--- config.mk ---
export PLATFORM = sky130hd
export DESIGN_NAME = aim_dispatch_scheduler
export DESIGN_NICKNAME = d
export VERILOG_FILES = /design/src/rtl/aim_dispatch_scheduler.sv
export SDC_FILE = /design/constraint.sdc
export NUM_CORES = 1
export LEC_CHECK = 0
export CAP_MARGIN = 20
export CELL_PAD_IN_SITES_DETAIL_PLACEMENT = 0
export CELL_PAD_IN_SITES_GLOBAL_PLACEMENT = 1
export CORE_MARGIN = 3
export CORE_UTILIZATION = 45
export DETAILED_ROUTE_END_ITERATION = 10
export GPL_ROUTABILITY_DRIVEN = 0
export MAX_ROUTING_LAYER = met4
export PLACE_DENSITY_LB_ADDON = 0.15
export SETUP_SLACK_MARGIN = 0.4
export SLEW_MARGIN = 10
export SYNTH_ARGS = -nofsm -noshare
export SYNTH_HDL_FRONTEND = slang
export SYNTH_HIERARCHICAL = 1
export SYNTH_SLANG_ARGS = --single-unit
--- constraint.sdc ---
create_clock -name clk -period 6.5 [get_ports clk]
set_input_delay 0.65 -clock clk [delete_from_list [all_inputs] [get_ports clk]]
set_output_delay 0.65 -clock clk [all_outputs]
set_load 0.05 [all_outputs]
--- src/rtl/aim_dispatch_scheduler.sv ---
// Generic circular buffer with flush; level counter distinguishes full from empty.
// Latency: a pushed word is visible at head_dat one cycle after the push edge.
// Backpressure: caller must not push when full or pop when empty; no bypass.
module sync_fifo #(
    parameter int W     = 32,
    parameter int DEPTH = 4,
    parameter int LW    = $clog2(DEPTH) + 1
) (
    input  logic          clk,
    input  logic          rst,
    input  logic          push_vld,
    input  logic [W-1:0]  push_dat,
    input  logic          pop_vld,
    input  logic          flush,
    output logic [W-1:0]  head_dat,
    output logic [LW-1:0] level
);
    localparam int PW = $clog2(DEPTH);

    logic [W-1:0]  mem [DEPTH];
    logic [PW-1:0] wr_ptr;
    logic [PW-1:0] rd_ptr;

    assign head_dat = mem[rd_ptr];

    always_ff @(posedge clk) begin
        if (push_vld && !flush) begin
            mem[wr_ptr] <= push_dat;
        end
    end

    always_ff @(posedge clk) begin
        if (rst || flush) begin
            wr_ptr <= '0;
            rd_ptr <= '0;
            level  <= '0;
        end else begin
            if (push_vld) begin
                wr_ptr <= wr_ptr + 1'b1;
            end
            if (pop_vld) begin
                rd_ptr <= rd_ptr + 1'b1;
            end
            case ({push_vld, pop_vld})
                2'b10:   level <= level + 1'b1;
                2'b01:   level <= level - 1'b1;
                default: level <= level;
            endcase
        end
    end
endmodule

// In-order dispatcher: buffers AIM words and issues them to the AI or GFX unit under credits.
// Latency: one cycle from push to issue-valid; illegal words are reported the cycle after drop.
// Backpressure: in_ready drops when full, on flush or reset; the head blocks everything behind it.
module aim_dispatch_scheduler #(
    parameter int FIFO_DEPTH  = 4,
    parameter int MAX_OUT_AI  = 2,
    parameter int MAX_OUT_GFX = 2
) (
    input  logic                          clk,
    input  logic                          rst,
    input  logic                          in_valid,
    output logic                          in_ready,
    input  logic [31:0]                   in_instr,
    output logic                          ai_valid,
    input  logic                          ai_ready,
    output logic [31:0]                   ai_instr,
    input  logic                          ai_done,
    output logic                          gfx_valid,
    input  logic                          gfx_ready,
    output logic [31:0]                   gfx_instr,
    input  logic                          gfx_done,
    input  logic                          flush,
    output logic                          illegal_pulse,
    output logic [31:0]                   illegal_instr,
    output logic [$clog2(FIFO_DEPTH):0]   fifo_level,
    output logic                          idle
);
    localparam int LW = $clog2(FIFO_DEPTH) + 1;
    localparam logic [LW-1:0] FULL_LVL = LW'(FIFO_DEPTH);
    localparam logic [3:0]    AI_MAX   = 4'(MAX_OUT_AI);
    localparam logic [3:0]    GFX_MAX  = 4'(MAX_OUT_GFX);

    localparam logic [3:0] TYPE_AI  = 4'b0001;
    localparam logic [3:0] TYPE_GFX = 4'b0010;

    logic [31:0]   head;
    logic [LW-1:0] level;
    logic          head_vld;
    logic          is_ai;
    logic          is_gfx;
    logic          is_ill;
    logic          push;
    logic          pop;
    logic          ai_fire;
    logic          gfx_fire;
    logic          ill_pop;
    logic [3:0]    ai_cnt;
    logic [3:0]    gfx_cnt;
    logic [3:0]    ai_cnt_nxt;
    logic [3:0]    gfx_cnt_nxt;

    sync_fifo #(
        .W     (32),
        .DEPTH (FIFO_DEPTH),
        .LW    (LW)
    ) u_fifo (
        .clk      (clk),
        .rst      (rst),
        .push_vld (push),
        .push_dat (in_instr),
        .pop_vld  (pop),
        .flush    (flush),
        .head_dat (head),
        .level    (level)
    );

    assign head_vld = (level != '0);
    assign is_ai    = (head[31:28] == TYPE_AI);
    assign is_gfx   = (head[31:28] == TYPE_GFX);
    assign is_ill   = !is_ai && !is_gfx;

    // Issue qualifiers depend only on buffered state, counters, flush and reset.
    assign in_ready  = !rst && (level != FULL_LVL) && !flush;
    assign ai_valid  = !rst && head_vld && is_ai  && (ai_cnt  < AI_MAX)  && !flush;
    assign gfx_valid = !rst && head_vld && is_gfx && (gfx_cnt < GFX_MAX) && !flush;
    assign ai_instr  = head;
    assign gfx_instr = head;

    assign push     = in_valid && in_ready;
    assign ai_fire  = ai_valid && ai_ready;
    assign gfx_fire = gfx_valid && gfx_ready;
    assign ill_pop  = !rst && head_vld && is_ill && !flush;
    assign pop      = ai_fire || gfx_fire || ill_pop;

    // A done pulse with nothing in flight is dropped, even if an issue fires alongside.
    function automatic logic [3:0] credit_next(input logic [3:0] cnt,
                                               input logic       fire,
                                               input logic       done);
        logic dec;
        dec = done && (cnt != 4'd0);
        if (fire && !dec) begin
            credit_next = cnt + 4'd1;
        end else if (!fire && dec) begin
            credit_next = cnt - 4'd1;
        end else begin
            credit_next = cnt;
        end
    endfunction

    assign ai_cnt_nxt  = credit_next(ai_cnt, ai_fire, ai_done);
    assign gfx_cnt_nxt = credit_next(gfx_cnt, gfx_fire, gfx_done);

    always_ff @(posedge clk) begin
        if (rst) begin
            ai_cnt        <= 4'd0;
            gfx_cnt       <= 4'd0;
            illegal_pulse <= 1'b0;
            illegal_instr <= 32'd0;
        end else begin
            ai_cnt        <= ai_cnt_nxt;
            gfx_cnt       <= gfx_cnt_nxt;
            illegal_pulse <= ill_pop;
            if (ill_pop) begin
                illegal_instr <= head;
            end
        end
    end

    assign fifo_level = level;
    assign idle       = !head_vld && (ai_cnt == 4'd0) && (gfx_cnt == 4'd0);
endmodule
==> flow_metrics.py <==
metrics = {
    "run_status": {
        "status": "completed",
    },
    "clocking": {
        "ctsResizeCount": 0,
        "cts.path.max_buffers": 2,
        "cts_buffers": 17,
        "cts_tree": "yes",
        "clock_latency_ns": 0.42,
        "hold_buffers": 0,
        "root_buffer": "clkbuf_16",
        "post_cts_buffers": 0,
        "htreeDepth": 4,
        "cts.sinks": 178,
        "clk_pin_slew_ns": 0.06,
    },
    "floorplan": {
        "die_area_sq_mm": 0.01727,
        "row_count": 45,
        "io_pins": 144,
        "initial_utilization_pct": 46.23,
        "fp.dieH_um": 131.4,
        "die_w_um": 131.4,
        "core_sq_mm": 0.01531,
    },
    "detailed_routing": {
        "viasPerCell": 5.047,
        "drc_errors": 0,
        "wire_per_inst_um": 18.36,
        "drt_iter0_markers": 279,
        "via_count": 3992,
        "drtAntennaViolNets": 0,
        "dr.pass1.iters": 4,
        "routed_wl_mm": 14.53,
    },
    "placement": {
        "dp_hpwl_mm": 9.072,
        "portBuffers": 143,
        "dp_cells": 759,
    },
    "min_path": {
        "whs_endpoint": "illegal_instr[2]$_SDFFE_PP0P_",
        "min_from": "illegal_instr[2]$_SDFFE_PP0P_",
        "min_path_cells": 2,
        "hold_path_class": "reg2reg",
    },
    "synthesis": {
        "synth_commonest_cells": "edfxtp_1 (128), nand2_1 (60), dfxtp_1 (50), a21oi_1 (35), buf_4 (32)",
        "yosysWarnings": 6,
        "synth_top_area_cell": "edfxtp_1",
        "synth_cells": 457,
        "syn_avg_cell_area_sq_um": 15.49,
        "synth_nets": 511,
        "ys_ff_latch": 178,
        "synth_edf_count": 128,
        "synth-seq-area-share_pct": 68.43,
        "yosysUniqueCellTypes": 39,
        "synth_most_common_cell": "edfxtp_1",
        "synth_top_area_share_pct": 54.29,
        "synth.area.top_cells": "edfxtp_1 (54%), dfxtp_1 (14%), mux4_2 (9.5%)",
        "synth_area_sq_mm": 0.007079,
        "synthFlopType": "edfxtp_1",
        "synthArstFlopShare_pct": 0,
    },
    "sta": {
        "fin_worst_skew_ns": 0.006598,
        "final.period_utilization_pct": 70.84,
        "worst_pin_slew_ns": 0.9962,
        "rsz0062_at_grt": "no",
        "fin_tns_setup_ns": 0,
        "relSlewSlack_pct": 33.59,
        "fin_crit_ns": 4.605,
        "hold_viol_final": 0,
        "setup_viol": 0,
        "drv_slew": 0,
        "maxClockFrequency_mhz": 217.2,
    },
    "global_routing": {
        "grt.overflow.total": 0,
        "antenna_found_initial": 0,
        "grt_pass1_vias": 4130,
        "grt_first_pass_wirelength_mm": 22.89,
        "grt_max_degree": 45,
        "grt_usage_pct": 17.86,
    },
    "pwr": {
        "powerDensity_mw_per_mm2": 274.4,
        "clkPwrFrac_pct": 40.1,
        "peakVddDrop_mv": 0.1796,
        "switching_share_pct": 22.62,
        "p_int_mw": 1.901,
        "p_seq_share_pct": 50.8,
        "p_switching_mw": 0.5555,
        "power_leakage_nw": 2.932,
        "comb_power_share_pct": 9.1,
        "p_total_mw": 2.457,
    },
    "worst_setup_path": {
        "rr_worst_depth": 10,
        "worstPathMaxFanout": 33,
        "worst-setup-path-type": "reg2reg",
        "critPathArrivalTime_ns": 4.96,
        "crit-reg2reg-capture": "u_fifo/level[2]$_SDFFE_PP0P_",
        "r2r_slack_ns": 1.90,
        "crit_required_ns": 6.86,
        "start_kind": "flop",
        "critPathCaptureType": "flop",
    },
    "job": {
        "max-cap-violations": 0,
    },
    "layout": {
        "fin_cells": 791,
        "fin_nets": 621,
        "area_growth_pct": 26.48,
        "fin_util_pct": 58.46,
        "drive_gt1_share_pct": 12.41,
        "n_antenna_cell": 0,
    },
}
## through the flow
| stage | cell area (sq um) | hold slack [ns] | setup slack [ns] |
|---|---|---|---|
| after floorplan | 7079 | 0.4847 | 2.837 |
| final | 8954 | 0.4558 | 1.895 |
| after global routing | 8954 | 0.4699 | 1.511 |
| after detailed placement | 8379 | 0.4494 | 1.858 |
| after global placement | 8379 | 0.4418 | 1.929 |
| after CTS | 8954 | 0.4582 | 1.810 |
## power groups by stage
| stage | clock [mW] | sequential (mW) | combinational (mW) |
|---|---|---|---|
| 2_1_floorplan | 0 | 1.27 | 0.144 |
| 3_3_place_gp | 0 | 1.27 | 0.217 |
| 3_5_place_dp | 0 | 1.27 | 0.223 |
| 4_1_cts | 1.01 | 1.25 | 0.224 |
| 5_1_grt | 1.06 | 1.25 | 0.243 |
| 6_report | 0.986 | 1.25 | 0.223 |
## layer usage
layer	global-route usage (%)	wire length (um)	up-vias
met5	-	0	-
met4	5.601	165	0
met3	5.245	795	9
met2	29.54	7382	120
met1	21.30	6183	1997
li1	-	-	1866
## layout make-up
type | count | area (sq um)
Fill cell | 1217 | 6361
Sequential cell | 178 | 4847
Multi-Input combinational cell | 217 | 1799
Timing Repair Buffer | 144 | 1434
Clock buffer | 19 | 442.9
Tap cell | 211 | 264.0
Clock inverter | 13 | 131.4
Inverter | 9 | 35.03
## cells in the final DEF, fill, tap and decap left out, drive strengths merged, types with 3 or more instances in the layout
| master | Yosys | routed |
|---|---|---|
| nand2 | 60 | 60 |
| nand3 | 3 | 3 |
| xor2 | 4 | 4 |
| clkdlybuf4s50 | 0 | 142 |
| edfxtp | 128 | 128 |
| inv | 8 | 12 |
| mux4 | 32 | 32 |
| nor3 | 5 | 5 |
| and2 | 5 | 5 |
| dfxtp | 50 | 50 |
| xnor2 | 5 | 5 |
| clkinv | 1 | 6 |
| fa | 3 | 3 |
| nor2 | 25 | 25 |
| clkbuf | 7 | 19 |
| ha | 11 | 11 |
| mux2i | 4 | 4 |
| a21oi | 35 | 35 |
## sequential cells by signal (all words and copies together), names as in the netlist, named ones only
register       flops
gfx_cnt            4
ai_cnt             4
u_fifo/level       3
illegal_pulse      1
u_fifo/mem       128
illegal_instr     32
u_fifo/wr_ptr      2
u_fifo/rd_ptr      2
## critical path, stage by stage (launching register included)
cell,delay [ns]
dfxtp_2,0.55
buf_4,0.50
mux4_2,0.63
nor4b_1,0.59
or4_2,0.77
nand3_1,0.25
ha_1,0.28
fa_1,0.38
xnor2_1,0.14
or3_1,0.31
a21oi_1,0.14
## how the worst max path moves through the flow
stage          startpoint                           end  cells past startpoint
6_report             flop  u_fifo/level[2]$_SDFFE_PP0P_                     10
3_5_place_dp         flop  u_fifo/level[2]$_SDFFE_PP0P_                     10
2_1_floorplan        flop  u_fifo/level[2]$_SDFFE_PP0P_                     13
3_3_place_gp         flop  u_fifo/level[2]$_SDFFE_PP0P_                     10
4_1_cts              flop  u_fifo/level[2]$_SDFFE_PP0P_                     10
5_1_grt              flop  u_fifo/level[2]$_SDFFE_PP0P_                     10
## cells by family after synthesis
logic type / share of synthesized area (%)
AND/OR/NAND/NOR: 7.105
multiplexers: 11.17
buffers and inverters: 6.239
flip-flops: 68.43
adder cells (fa/ha/maj): 2.793
AO/OA/AOI/OAI: 3.146
XOR/XNOR: 1.113
Note: power is estimated with default switching activity, not from simulation.
